===== src/rtl/serial_compare_seq_pkg.sv =====
// -----------------------------------------------------------------------------
// serial_compare_seq_pkg
//   Shared definitions for the serial magnitude comparator:
//   - 3-bit compare result encodings, {[2]=A>B, [1]=A<B, [0]=A=B}
//   - sequencer state encoding (IDLE / RUN / DONE)
//   - helper that sizes the nibble index counter
// -----------------------------------------------------------------------------
package serial_compare_seq_pkg;

  localparam logic [2:0] CMP_GT   = 3'b100;
  localparam logic [2:0] CMP_LT   = 3'b010;
  localparam logic [2:0] CMP_EQ   = 3'b001;
  localparam logic [2:0] CMP_NONE = 3'b000;

  typedef enum logic [1:0] {
    IDLE = 2'd0,
    RUN  = 2'd1,
    DONE = 2'd2
  } seqStateT;

  // A single-nibble compare still needs a 1-bit counter to exist.
  function automatic int idxWidth(input int nib);
    return (nib > 1) ? $clog2(nib) : 1;
  endfunction

endpackage


===== src/rtl/serial_compare_seq_if.sv =====
// -----------------------------------------------------------------------------
// serial_compare_seq_if
//   Start / operand / result bundle of the serial comparator.
//   iStart          start request (sampled only while the comparator is idle)
//   iData_a/iData_b WIDTH-bit unsigned operands, captured on an accepted start
//   oBusy           comparator is working (RUN or DONE)
//   oDone           one-cycle pulse, oData valid from this cycle
//   oData           result {[2]=A>B, [1]=A<B, [0]=A=B}
//   Modports: master = requester, slave = comparator.
// -----------------------------------------------------------------------------
interface serial_compare_seq_if #(
  parameter int WIDTH = 16
);

  logic             iStart;
  logic [WIDTH-1:0] iData_a;
  logic [WIDTH-1:0] iData_b;
  logic             oBusy;
  logic             oDone;
  logic [2:0]       oData;

  modport master (
    output iStart, iData_a, iData_b,
    input  oBusy, oDone, oData
  );

  modport slave (
    input  iStart, iData_a, iData_b,
    output oBusy, oDone, oData
  );

endinterface


===== src/rtl/serial_compare_seq_cmp4.sv =====
// -----------------------------------------------------------------------------
// DataCompare4
//   4-bit unsigned cascade comparator cell. If the nibbles differ the cell
//   decides on its own; if they are equal it passes the cascade input through,
//   so a cell working on a more significant nibble overrides whatever the less
//   significant nibbles concluded.
//   iA, iB     4-bit nibbles
//   iCascade   result of the less significant nibbles (one-hot GT/LT/EQ)
//   oResult    combined result (one-hot GT/LT/EQ)
// -----------------------------------------------------------------------------
module DataCompare4
  import serial_compare_seq_pkg::*;
(
  input  logic [3:0] iA,
  input  logic [3:0] iB,
  input  logic [2:0] iCascade,
  output logic [2:0] oResult
);

  always_comb begin
    // NOTE: default assignment first so every path drives oResult and no latch is inferred.
    oResult = iCascade;
    if (iA > iB) begin
      oResult = CMP_GT;
    end else if (iA < iB) begin
      oResult = CMP_LT;
    end
  end

endmodule


===== src/rtl/serial_compare_seq.sv =====
// -----------------------------------------------------------------------------
// serial_compare_seq
//   Multi-cycle unsigned magnitude comparator. Captures two WIDTH-bit operands
//   on an accepted start, then walks them one nibble per clock, LSB nibble
//   first, through a single DataCompare4 cell whose result is fed back as the
//   next cascade input. After NIB cycles the cascade holds the full-width
//   compare, which is registered on oData and flagged by a one-cycle oDone.
//   Ports:
//     iClk   clock, all state on rising edge
//     iRst   synchronous reset, active-high
//     bus    serial_compare_seq_if.slave (iStart, iData_a/b, oBusy, oDone, oData)
//   WIDTH must be a multiple of 4 and at least 4; the bus interface must be
//   instantiated with the same WIDTH.
//   Timing: start accepted at edge T -> oDone high in the cycle after edge
//   T+NIB; a new start can be accepted every NIB+2 cycles.
// -----------------------------------------------------------------------------
module serial_compare_seq
  import serial_compare_seq_pkg::*;
#(
  parameter int WIDTH = 16
) (
  input  logic                iClk,
  input  logic                iRst,
  serial_compare_seq_if.slave bus
);

  localparam int NIB  = WIDTH / 4;
  localparam int IDXW = idxWidth(NIB);
  localparam logic [IDXW-1:0] LAST_IDX = IDXW'(NIB - 1);

  seqStateT         state;
  logic [WIDTH-1:0] opA;
  logic [WIDTH-1:0] opB;
  logic [IDXW-1:0]  idx;
  logic [2:0]       cascade;
  logic [2:0]       cellOut;
  logic [3:0]       nibA;
  logic [3:0]       nibB;
  logic             busyQ;
  logic             doneQ;
  logic [2:0]       dataQ;

  // Current nibble pair; idx never exceeds NIB-1 while the cell output is used.
  always_comb begin
    nibA = opA[4*idx +: 4];
    nibB = opB[4*idx +: 4];
  end

  DataCompare4 uCell (
    .iA       (nibA),
    .iB       (nibB),
    .iCascade (cascade),
    .oResult  (cellOut)
  );

  // NOTE: all sequential state uses non-blocking assignments so every register
  // samples pre-edge values, independent of statement order.
  always_ff @(posedge iClk) begin
    // NOTE: reset is synchronous, so it is only a priority branch inside the
    // clocked block; opA/opB are pure datapath and are reloaded on every
    // accepted start, so they are deliberately left out of reset.
    if (iRst) begin
      state   <= IDLE;
      busyQ   <= 1'b0;
      doneQ   <= 1'b0;
      dataQ   <= CMP_NONE;
      idx     <= '0;
      cascade <= CMP_EQ;
    end else begin
      doneQ <= 1'b0;
      unique case (state)
        IDLE: begin
          if (bus.iStart) begin
            opA     <= bus.iData_a;
            opB     <= bus.iData_b;
            idx     <= '0;
            cascade <= CMP_EQ;   // empty prefix compares equal
            dataQ   <= CMP_NONE;
            busyQ   <= 1'b1;
            state   <= RUN;
          end
        end
        RUN: begin
          cascade <= cellOut;
          if (idx == LAST_IDX) begin
            idx   <= '0;
            dataQ <= cellOut;
            doneQ <= 1'b1;
            state <= DONE;
          end else begin
            idx <= idx + 1'b1;
          end
        end
        DONE: begin
          // Starts seen in RUN/DONE are dropped; nothing is queued.
          busyQ <= 1'b0;
          state <= IDLE;
        end
        default: begin
          busyQ <= 1'b0;
          state <= IDLE;
        end
      endcase
    end
  end

  assign bus.oBusy = busyQ;
  assign bus.oDone = doneQ;
  assign bus.oData = dataQ;

endmodule


===== src/flat_wrapper.sv =====
// flat-port wrapper written by rule: the top's interface ports become plain ports
module serial_compare_seq_flat import serial_compare_seq_pkg::*;
#(
  parameter int WIDTH = 16
)
  (iClk, iRst, bus_iStart, bus_iData_a, bus_iData_b, bus_oBusy, bus_oDone, bus_oData);
  serial_compare_seq_if #(.WIDTH(WIDTH)) bus_i ();
  input  logic iClk;
  input  logic iRst;
  input wire logic [$bits(bus_i.iStart)-1:0] bus_iStart;
  input wire logic [$bits(bus_i.iData_a)-1:0] bus_iData_a;
  input wire logic [$bits(bus_i.iData_b)-1:0] bus_iData_b;
  output wire logic [$bits(bus_i.oBusy)-1:0] bus_oBusy;
  output wire logic [$bits(bus_i.oDone)-1:0] bus_oDone;
  output wire logic [$bits(bus_i.oData)-1:0] bus_oData;
  assign bus_i.iStart = bus_iStart;
  assign bus_i.iData_a = bus_iData_a;
  assign bus_i.iData_b = bus_iData_b;
  assign bus_oBusy = bus_i.oBusy;
  assign bus_oDone = bus_i.oDone;
  assign bus_oData = bus_i.oData;
  serial_compare_seq #(.WIDTH(WIDTH)) u_core (.iClk(iClk), .iRst(iRst), .bus(bus_i));
endmodule

===== config.mk =====
export PLATFORM = sky130hd
export DESIGN_NAME = serial_compare_seq_flat
export DESIGN_NICKNAME = d
export VERILOG_FILES = /design/src/rtl/serial_compare_seq_pkg.sv /design/src/rtl/serial_compare_seq_if.sv /design/src/rtl/serial_compare_seq_cmp4.sv /design/src/rtl/serial_compare_seq.sv /design/src/flat_wrapper.sv
export SDC_FILE = /design/constraint.sdc
export NUM_CORES = 1
export LEC_CHECK = 0
export CAP_MARGIN = 20
export CORE_MARGIN = 1
export CORE_UTILIZATION = 45
export DETAILED_ROUTE_END_ITERATION = 10
export GPL_TIMING_DRIVEN = 0
export HOLD_SLACK_MARGIN = 0.02
export PLACE_DENSITY_LB_ADDON = 0.2
export SYNTH_ARGS = -nofsm -noshare
export SYNTH_HDL_FRONTEND = slang
export SYNTH_HIERARCHICAL = 1
export SYNTH_SLANG_ARGS = --single-unit

===== constraint.sdc =====
create_clock -name iClk -period 4.9 [get_ports iClk]
set_clock_uncertainty 0.1 [all_clocks]
set_input_delay 0.49 -clock iClk [delete_from_list [all_inputs] [get_ports iClk]]
set_output_delay 0.49 -clock iClk [all_outputs]
set_load 0.03 [all_outputs]

==> metrics.txt <==
Critical R2R Launch u_core/idx[0]; Pint between 0.0005 and 0.0006 W; fin cells 206; RR Endpoint u_core/bus.oData[2]; clock network fraction of total power 0.291; Clock Latency Late Sink 290 ps; Final HPWL DP 2190 µm; antenna-violating nets left 0; Avg WL per Cell 14.2 µm; # DRC 0; Yosys Warn Count 6; pre-CTS WS 2110 ps; Max Root-Sink Buffers 2; Clock Sinks 44; layout cells sized above 1 0.165; Synth Flop Type edfxtp_1; H-tree depth 2; worst min path class reg2reg; Period Utilization, post-route 0.503; vias in the first global route about 1100; library cells used by synthesis 27; Antenna diodes 0; worst-path maximum fanout 10; Net Switching 0.000160 W; clock period minus worst slack 2470 ps; R2R setup slack 2430 ps; via/cell ratio 5.25; Crit. End Element register; asr flop ratio synth 0; CP Launch Type register; synthesis-stage register bit count 44; Max Clock Freq 406 MHz; Net count, final 197; Die H 64.7 µm; hold violation count in the final report 0; Initial Utilization 0.476; routed vias 1082; largest net degree at the start of global routing 14; DR iter-0 viols 58; clock transition at the registers of the reported paths 80 ps; design area 2340 µm²; CTS tree done; worst-margin pin slew 952 ps; die area 4190 µm²; R2R depth 7; Root Driver clkbuf_8; unrepaired setup endpoints after global routing false; Sw Ratio 0.220; combinational power share 0.131; die width 64.7 µm; Crit Path Category reg2reg; top-level port count 40; Worst Path Arrival 2530 ps; final setup violating endpoints 0; outcome completed; global-route usage over all layers 0.171; worst hold start u_core/bus.oData[0]; final wirelength 2920 µm; GPL Wtd Cong 0.732; total core area 3720 µm²; Post-CTS Setup Bufs 0; Area growth syn-to-layout 32.2%; initial antenna violation count 0; dpl cells 198; Max-Cap Viols 0; PwrDens ~310 nW/µm²; mean post-synth cell area 16.4 µm²; fin worst setup slack 2430 ps; first-pass GRT wire length between 5000 and 6000 µm; Slew Viols, Final 0; max_slew headroom 0.363; leakage dissipation 0.819 nW; placed cell area 2260 µm²; Post-CTS Resized 0; CTS Buf Count 5; 1st-pass router iterations 4; cell count after synthesis roughly 110; hold_buf cts 0; synthesized area 1770 µm²; Post-Syn Nets around 150; Reg power frac 0.578; hold path cells 2; cell row count 22; Worst Path Required 4970 ps; number of synthesized flops with an enable pin 32; WHS Endpoint u_core/bus.oData[0]; gr ovfl total 0; input/output buffers 39; post-synthesis sequential area ratio 0.678; Max VDD drop around 230 µV; Fill cells 294
==> through the flow <==
step / util / setup TNS, ps / total power (W) / hold slack, ps
after CTS: 0.630 / 0 / 0.000737 / 377
after detailed placement: 0.607 / 0 / 0.000525 / 364
after floorplan: - / 0 / 0.000482 / 379
after global routing: 0.630 / 0 / 0.000765 / 406
final: 0.630 / 0 / 0.000728 / 376
after global placement: 0.598 / -41250 / 0.000520 / 359
==> logic make-up (layout without fill, tap and decap cells) <==
kind of cell / after synthesis / in the layout / synth area share
muxes: 8 / 8 / 0.102
DFF: 44 / 44 / 0.678
and+or+nand+nor: 22 / 22 / 0.0714
AOI/OAI and AO/OA: 19 / 19 / 0.0848
adders and majority gates: 5 / 5 / 0.0353
buffers and inverters: 10 / 60 / 0.0283
==> synth_stat cells, types with 2 or more instances <==
master	n	area (µm²)
edfxtp_1	32	961
dfxtp_1	12	240
mux4_2	8	180
a21oi_1	6	30.0
inv_1	6	22.5
nor2_1	6	22.5
a22oi_1	5	37.5
ha_1	5	62.6
nand2_1	4	15.0
a32oi_1	3	26.3
nor2b_1	3	18.8
nor3_1	2	10.0
nor3b_1	2	15.0
==> power groups by stage <==
stage / clock, W / sequential (W) / combinational (W)
2_1_floorplan: 0 / 0.000431 / 0.0000509
3_3_place_gp: 0 / 0.000430 / 0.0000900
3_5_place_dp: 0 / 0.000430 / 0.0000954
4_1_cts: 0.000220 / 0.000421 / 0.0000960
5_1_grt: 0.000238 / 0.000423 / 0.000104
6_report: 0.000212 / 0.000421 / 0.0000951
==> cells in the final DEF, fill, tap and decap left out, drive strengths merged, types with 3 or more instances in the layout <==
| master | n |
|---|---|
| clkdlybuf4s50 | 39 |
| edfxtp | 32 |
| dfxtp | 12 |
| mux4 | 8 |
| a21oi | 7 |
| nor2 | 6 |
| inv | 6 |
| clkbuf | 6 |
| buf | 6 |
| a22oi | 5 |
| ha | 5 |
| nand2 | 4 |
| nor2b | 4 |
| a32oi | 3 |
| clkinv | 3 |
==> routing by layer <==
metal | global-route usage | wire length (µm) | vias up
li1 | - | - | 515
met1 | 0.197 | 1190 | 517
met2 | 0.268 | 1500 | 43
met3 | 0.0757 | 191 | 7
met4 | 0.0833 | 40 | 0
met5 | 0 | 0 | -
==> sequential cells by signal, summed over array words and instances (netlist names) <==
register / flops
u_core/bus.oBusy: 1
u_core/bus.oData: 3
u_core/bus.oDone: 1
u_core/cascade: 3
u_core/idx: 2
u_core/opA: 16
u_core/opB: 16
u_core/state: 2
==> critical path, stage by stage (launching register included) <==
cell and delay (ps):
dfxtp_1 360, buf_6 180, mux4_2 520, ha_1 350
a21oi_1 330, a22oi_1 180, a32oi_1 230, a21oi_1 90
==> worst max path at each step <==
| stage | endpoint | from | cells after the start | slack, ps |
|---|---|---|---|---|
| 2_1_floorplan | u_core/opA[0] | iRst | 1 | 370 |
| 3_3_place_gp | u_core/opA[0] | bus_iStart | 2 | -1290 |
| 6_report | u_core/bus.oData[2] | u_core/idx[0] | 7 | 2430 |
| 4_1_cts | u_core/opA[2] | bus_iStart | 4 | 2430 |
| 3_5_place_dp | u_core/opA[1] | bus_iStart | 4 | 2110 |
| 5_1_grt | u_core/bus.oData[2] | u_core/idx[0] | 7 | 2330 |
==> final cells by class <==
type / instances / area, µm² / share of cell area
Timing Repair Buffer: 42 / 420 / 0.180
Clock buffer: 5 / 68.8 / 0.0294
Sequential cell: 44 / 1200 / 0.513
Tap cell: 48 / 60.1 / 0.0257
Buffer: 4 / 27.5 / 0.0118
Multi-Input combinational cell: 54 / 526 / 0.225
Inverter: 6 / 22.5 / 0.00963
Clock inverter: 3 / 13.8 / 0.00588
Note: power is estimated with default switching activity, not from simulation.
